==> config.mk <==
export PLATFORM = sky130hd
export DESIGN_NAME = result_uart_tx
export DESIGN_NICKNAME = d
export VERILOG_FILES = /design/src/rtl/result_uart_pkg.sv /design/src/rtl/sync_fifo.sv /design/src/rtl/result_uart_tx.sv
export SDC_FILE = /design/constraint.sdc
export NUM_CORES = 1
export LEC_CHECK = 0
export BUFFER_PORTS_ARGS = -buffer_cell sky130_fd_sc_hd__clkbuf_2
export CORE_MARGIN = 2
export CORE_UTILIZATION = 45
export DETAILED_ROUTE_END_ITERATION = 8
export PLACE_DENSITY = 0.64
export SYNTH_ARGS = -nofsm -noshare
export SYNTH_HDL_FRONTEND = slang
export SYNTH_SLANG_ARGS = --single-unit
export TNS_END_PERCENT = 20
==> constraint.sdc <==
create_clock -name clk -period 7.05 [get_ports clk]
set_input_delay 1.7625 -clock clk [delete_from_list [all_inputs] [get_ports clk]]
set_output_delay 1.7625 -clock clk [all_outputs]
set_load 0.02 [all_outputs]
==> src/rtl/result_uart_pkg.sv <==
// Shared types and defaults for the result UART transmitter.
//   tx_state_t           : serialiser FSM states
//   DEFAULT_*            : default parameter values for result_uart_tx
//   BYTES_PER_WORD       : bytes per result word at the default width
package result_uart_pkg;

  typedef enum logic [1:0] {
    IDLE  = 2'd0,
    START = 2'd1,
    DATA  = 2'd2,
    STOP  = 2'd3
  } tx_state_t;

  localparam int unsigned DEFAULT_DATA_W       = 40;
  localparam int unsigned DEFAULT_DEPTH        = 16;
  localparam int unsigned DEFAULT_CLKS_PER_BIT = 434;  // 50 MHz / 115200 baud
  localparam int unsigned BYTES_PER_WORD       = DEFAULT_DATA_W / 8;

endpackage

==> src/rtl/sync_fifo.sv <==
// Synchronous FIFO with registered read data and registered status flags.
//   clk, rst    : clock, async active-low reset (contents are lost)
//   push_i      : write wr_data_i (accepted if not full, or if popping too)
//   wr_data_i   : write data
//   pop_i       : read head into rd_data_o (ignored when empty)
//   rd_data_o   : head word captured on the accepted pop edge
//   full_o      : occupancy == DEPTH
//   empty_o     : occupancy == 0
//   level_o     : current occupancy, 0..DEPTH
module sync_fifo #(
  parameter int unsigned WIDTH = 40,
  parameter int unsigned DEPTH = 16
) (
  input  logic                     clk,
  input  logic                     rst,
  input  logic                     push_i,
  input  logic [WIDTH-1:0]         wr_data_i,
  input  logic                     pop_i,
  output logic [WIDTH-1:0]         rd_data_o,
  output logic                     full_o,
  output logic                     empty_o,
  output logic [$clog2(DEPTH):0]   level_o
);

  localparam int unsigned AW = $clog2(DEPTH);
  localparam int unsigned LW = AW + 1;

  logic [WIDTH-1:0] mem_q [DEPTH];
  logic [AW-1:0]    wr_ptr_q, rd_ptr_q;
  logic [LW-1:0]    count_q, count_d;
  logic [WIDTH-1:0] rd_data_q;
  logic             full_q, empty_q;
  logic             push_ok, pop_ok;

  // A push into a full FIFO still succeeds when the head leaves on the same edge.
  assign pop_ok  = pop_i && !empty_q;
  assign push_ok = push_i && (!full_q || pop_ok);

  // Next occupancy.
  always_comb begin
    count_d = count_q;
    if (push_ok && !pop_ok) begin
      count_d = count_q + LW'(1);
    end else if (pop_ok && !push_ok) begin
      count_d = count_q - LW'(1);
    end
  end

  // Pointers, occupancy, flags and read register.
  always_ff @(posedge clk or negedge rst) begin
    if (!rst) begin
      wr_ptr_q  <= '0;
      rd_ptr_q  <= '0;
      count_q   <= '0;
      full_q    <= 1'b0;
      empty_q   <= 1'b1;
      rd_data_q <= '0;
    end else begin
      count_q <= count_d;
      full_q  <= (count_d == LW'(DEPTH));
      empty_q <= (count_d == '0);
      if (push_ok) begin
        wr_ptr_q <= wr_ptr_q + AW'(1);
      end
      if (pop_ok) begin
        rd_ptr_q  <= rd_ptr_q + AW'(1);
        rd_data_q <= mem_q[rd_ptr_q];
      end
    end
  end

  // Storage array; no reset needed since occupancy guards every read.
  always_ff @(posedge clk) begin
    if (push_ok) begin
      mem_q[wr_ptr_q] <= wr_data_i;
    end
  end

  assign rd_data_o = rd_data_q;
  assign full_o    = full_q;
  assign empty_o   = empty_q;
  assign level_o   = count_q;

endmodule

==> src/rtl/result_uart_tx.sv <==
// Buffers processor result words and sends each as DATA_W/8 UART 8N1 bytes,
// least-significant byte first.
//   clk, rst    : clock, async active-low reset (aborts any frame, tx -> 1)
//   data_in     : result word, sampled while data_valid is high
//   data_valid  : processor enable
//   tx          : serial line, idles high
//   busy        : a word is being serialised
//   overflow    : sticky, a word was dropped on a full FIFO
//   level       : FIFO occupancy
module result_uart_tx
  import result_uart_pkg::*;
#(
  parameter int unsigned DATA_W       = DEFAULT_DATA_W,
  parameter int unsigned DEPTH        = DEFAULT_DEPTH,
  parameter int unsigned CLKS_PER_BIT = DEFAULT_CLKS_PER_BIT
) (
  input  logic                   clk,
  input  logic                   rst,
  input  logic [DATA_W-1:0]      data_in,
  input  logic                   data_valid,
  output logic                   tx,
  output logic                   busy,
  output logic                   overflow,
  output logic [$clog2(DEPTH):0] level
);

  localparam int unsigned NBYTES = DATA_W / 8;
  localparam int unsigned CW     = $clog2(CLKS_PER_BIT);
  localparam int unsigned BW     = (NBYTES > 1) ? $clog2(NBYTES) : 1;

  tx_state_t         state_q;
  logic              tx_q, busy_q, ovf_q;
  logic [DATA_W-1:0] shreg_q;
  logic [CW-1:0]     cnt_q;
  logic [2:0]        bit_idx_q;
  logic [BW-1:0]     byte_idx_q;

  logic              fifo_pop, fifo_full, fifo_empty;
  logic [DATA_W-1:0] fifo_rd_data;
  logic [7:0]        cur_byte;
  logic              bit_done;

  // The FSM takes a word whenever it is idle and one is waiting.
  assign fifo_pop = (state_q == IDLE) && !fifo_empty;
  assign cur_byte = shreg_q[7:0];
  assign bit_done = (cnt_q == CW'(CLKS_PER_BIT - 1));

  sync_fifo #(
    .WIDTH (DATA_W),
    .DEPTH (DEPTH)
  ) u_fifo (
    .clk       (clk),
    .rst       (rst),
    .push_i    (data_valid),
    .wr_data_i (data_in),
    .pop_i     (fifo_pop),
    .rd_data_o (fifo_rd_data),
    .full_o    (fifo_full),
    .empty_o   (fifo_empty),
    .level_o   (level)
  );

  // Serialiser FSM, shift register and bit-time counter.
  always_ff @(posedge clk or negedge rst) begin
    if (!rst) begin
      state_q    <= IDLE;
      tx_q       <= 1'b1;
      busy_q     <= 1'b0;
      ovf_q      <= 1'b0;
      shreg_q    <= '0;
      cnt_q      <= '0;
      bit_idx_q  <= '0;
      byte_idx_q <= '0;
    end else begin
      if (data_valid && fifo_full && !fifo_pop) begin
        ovf_q <= 1'b1;
      end

      unique case (state_q)
        IDLE: begin
          cnt_q      <= '0;
          bit_idx_q  <= '0;
          byte_idx_q <= '0;
          if (!fifo_empty) begin
            tx_q    <= 1'b0;
            busy_q  <= 1'b1;
            state_q <= START;
          end else begin
            tx_q <= 1'b1;
          end
        end

        START: begin
          if (bit_done) begin
            cnt_q     <= '0;
            bit_idx_q <= '0;
            state_q   <= DATA;
            // The popped word lands in the FIFO read register one edge after
            // the pop, so the first byte is picked up here rather than in IDLE.
            if (byte_idx_q == '0) begin
              shreg_q <= fifo_rd_data;
              tx_q    <= fifo_rd_data[0];
            end else begin
              tx_q <= cur_byte[0];
            end
          end else begin
            cnt_q <= cnt_q + CW'(1);
          end
        end

        DATA: begin
          if (bit_done) begin
            cnt_q <= '0;
            if (bit_idx_q == 3'd7) begin
              tx_q    <= 1'b1;
              state_q <= STOP;
            end else begin
              bit_idx_q <= bit_idx_q + 3'd1;
              tx_q      <= cur_byte[bit_idx_q + 3'd1];
            end
          end else begin
            cnt_q <= cnt_q + CW'(1);
          end
        end

        STOP: begin
          if (bit_done) begin
            cnt_q <= '0;
            if (byte_idx_q < BW'(NBYTES - 1)) begin
              shreg_q    <= shreg_q >> 8;
              byte_idx_q <= byte_idx_q + BW'(1);
              tx_q       <= 1'b0;
              state_q    <= START;
            end else begin
              busy_q  <= 1'b0;
              state_q <= IDLE;
            end
          end else begin
            cnt_q <= cnt_q + CW'(1);
          end
        end

        default: state_q <= IDLE;
      endcase
    end
  end

  assign tx       = tx_q;
  assign busy     = busy_q;
  assign overflow = ovf_q;

endmodule

==> metrics.txt <==
post-CTS setup buffers 0; Initial DRC Count between 1k and 1.5k; largest net degree at the start of global routing 73; first-pass GRT wire length 95.8 mm; Max Slew Vio Count 0; die area between 60,000 and 70,000 um^2; Initial Util 0.455; hold buffer count at cts 0; critical path cell sequence clkbuf_2 > a21boi_0 > buf_4 > nor3b_1 > and2_2; CTS H-tree depth 3; Period minus WS final 3.52 ns; Top Family by Delay on Critical Path simple AND/OR/NAND/NOR gates; register area share after synthesis 0.753; FF+latch count, synth 755; worst slew pin tran between 1 and 1.5 ns; LEAKAGE 10.8 nW; CP peak stage delay a little under 1 ns; Hold Vio Cnt, Final 0; Synth warnings 0; drt first pass iters 5; PostCTS Resize Cnt 0; CTS Sinks 755; PortBufs 50; Post-Syn Instances approximately 1.5k; DRC violations left 0; Synth top area share 0.655; CTS Buf Count ~80; Layout Skew 0.0277 ns; remaining antenna violation count 0; CTS Buffer Depth 3; Final Setup Violations 0; Area Overhead vs Synth 12.7%; core area roughly 64,000 um^2; gp weighted congestion 0.810; die height 259 um; relative slew slack 0.207; Top FF cell, synth edfxtp_1; I/O pin count 51; max-cap violations 0; worst path bufs/invs 2; synthesized area per cell 19.7 um^2; outcome complete, no violations; HP Class reg2reg; critical path type in2reg; grt total ovfl 0; Via density 5.71; clock root buffer clkbuf_16; via count of the routed design 14.1k; CP max stage cell and2_2; Ant. Diodes 0; Total GRT Usage 0.194; Final nets 1,617; most frequent cells in the layout edfxtp_1, mux4_2, mux2i_1; Startpoint Class input pin; CP arrival 3.76 ns; ratio of cells with drive above 1 in the final layout 0.225; fraction of registers with async set/reset 0.152; Req. time, crit path 7.29 ns; worst skew pair latency ~0.64 ns; Detailed Place HPWL 39.1 mm; P per Cell Area 306 nW/um^2; commonest non-fill, non-tap cell in the layout edfxtp_1; TritonCTS clock tree built; Post-Syn Area 29,300 um^2; largest cells by area after synthesis edfxtp_1, mux4_2, dfrtp_1, mux2i_1, o21ai_0; Total Routed Length about 64 mm; fin area between 30,000 and 40,000 um^2; Worst Path Max Fanout 40; Routed WL per cell 25.7 um; top cell type by total area after synthesis edfxtp_1; fin crit share 0.499; number of global-route vias before repair around 14k; area of placed instances 30,500 um^2; antenna violations before repair 2; syn nets approximately 1.6k; Rows 93; CTS clock-pin slew for the worst setup and hold paths 0.06 ns; peak supply drop 0.000214 V; fmax 284 MHz; RSZ-0062 raised after global routing no; Post-synth EDFFs 640; CP endpoint kind flip-flop; setup total negative slack 0 ns; Yosys cell types 49; die width 259 um
==> through the flow <==
step                      worst slack [ns]  instances   util  total power [mW]  hold WS [ns]
after CTS                             3.53       2476  0.513              10.2         0.476
after detailed placement              2.87       2331  0.473              6.19         0.464
final                                 3.53       2476  0.513              10.1         0.476
after floorplan                       3.18       1490      -              5.84         0.442
after global routing                  3.43       2476  0.513              10.4         0.503
after global placement                2.94       2331  0.473              6.15         0.457
==> state kept, by name (all words and copies together), names as in the netlist, 2 cells and up <==
register and count:
u_fifo.wr_ptr_q 4, bit_idx_q 3, shreg_q 40, byte_idx_q 3
u_fifo.rd_ptr_q 4, u_fifo.mem_q 640, state_q 2, cnt_q 9
u_fifo.level_o 5, u_fifo.rd_data_o 40
==> final timing paths <==
path,slack (ns),end,cells after the start,startpoint
setup / recovery,3.53,u_fifo.mem_q[0][19],5,data_valid
hold / removal,0.48,overflow,1,overflow
setup reg to reg,3.86,u_fifo.mem_q[0][19],7,state_q[0]
hold reg to reg,0.48,overflow,1,overflow
max in group asynchronous,4.64,u_fifo.rd_ptr_q[0],2,rst
min in group asynchronous,1.09,u_fifo.level_o[3],1,rst
==> cell type report <==
class	count	area, um^2
clock buffer	108	2110
clock inverter	37	424
fill	5098	31400
inverter	16	60.1
multi-input combinational	643	6900
sequential	755	22100
tap	855	1070
timing repair buffer	62	372
==> per-layer routing <==
metal	routed length, um	share of wire	vias to the layer above	global-route usage
li1	-	-	6113	-
met1	28400	0.45	7497	0.288
met2	30300	0.48	427	0.302
met3	3760	0.059	93	0.0332
met4	1240	0.020	0	0.0461
met5	0	0	-	0
==> Yosys cell counts, types with 11 or more instances <==
| library cell | n |
|---|---|
| mux4_2 | 160 |
| inv_1 | 16 |
| a22o_1 | 11 |
| mux2i_1 | 117 |
| edfxtp_1 | 640 |
| a21oi_1 | 45 |
| nor2_1 | 59 |
| clkbuf_1 | 44 |
| and2_1 | 14 |
| dfrtp_1 | 113 |
| ha_1 | 18 |
| nand2_1 | 55 |
| o21ai_0 | 86 |
| buf_2 | 20 |
| buf_1 | 12 |
| xnor2_1 | 13 |
==> logic make-up (layout without fill, tap and decap cells) <==
kind of cell / after synthesis / count (layout) / synth area share
buffers and inverters: 92 / 223 / 0.0126
and+or+nand+nor: 169 / 169 / 0.0275
adders and majority gates: 18 / 18 / 0.00768
xor gates and xnor gates: 17 / 17 / 0.00507
DFF: 755 / 755 / 0.753
AOI/OAI and AO/OA: 161 / 161 / 0.0308
muxes: 278 / 278 / 0.163
==> where the power goes <==
part	leakage (nW)	total (mW)	internal, mW	switching [mW]
combinational	2.35	0.695	0.216	0.478
clock	1.23	4.04	2.32	1.73
sequential	7.23	5.39	5.27	0.116
total	10.8	10.1	7.80	2.32
Note: power is estimated with default switching activity, not from simulation.
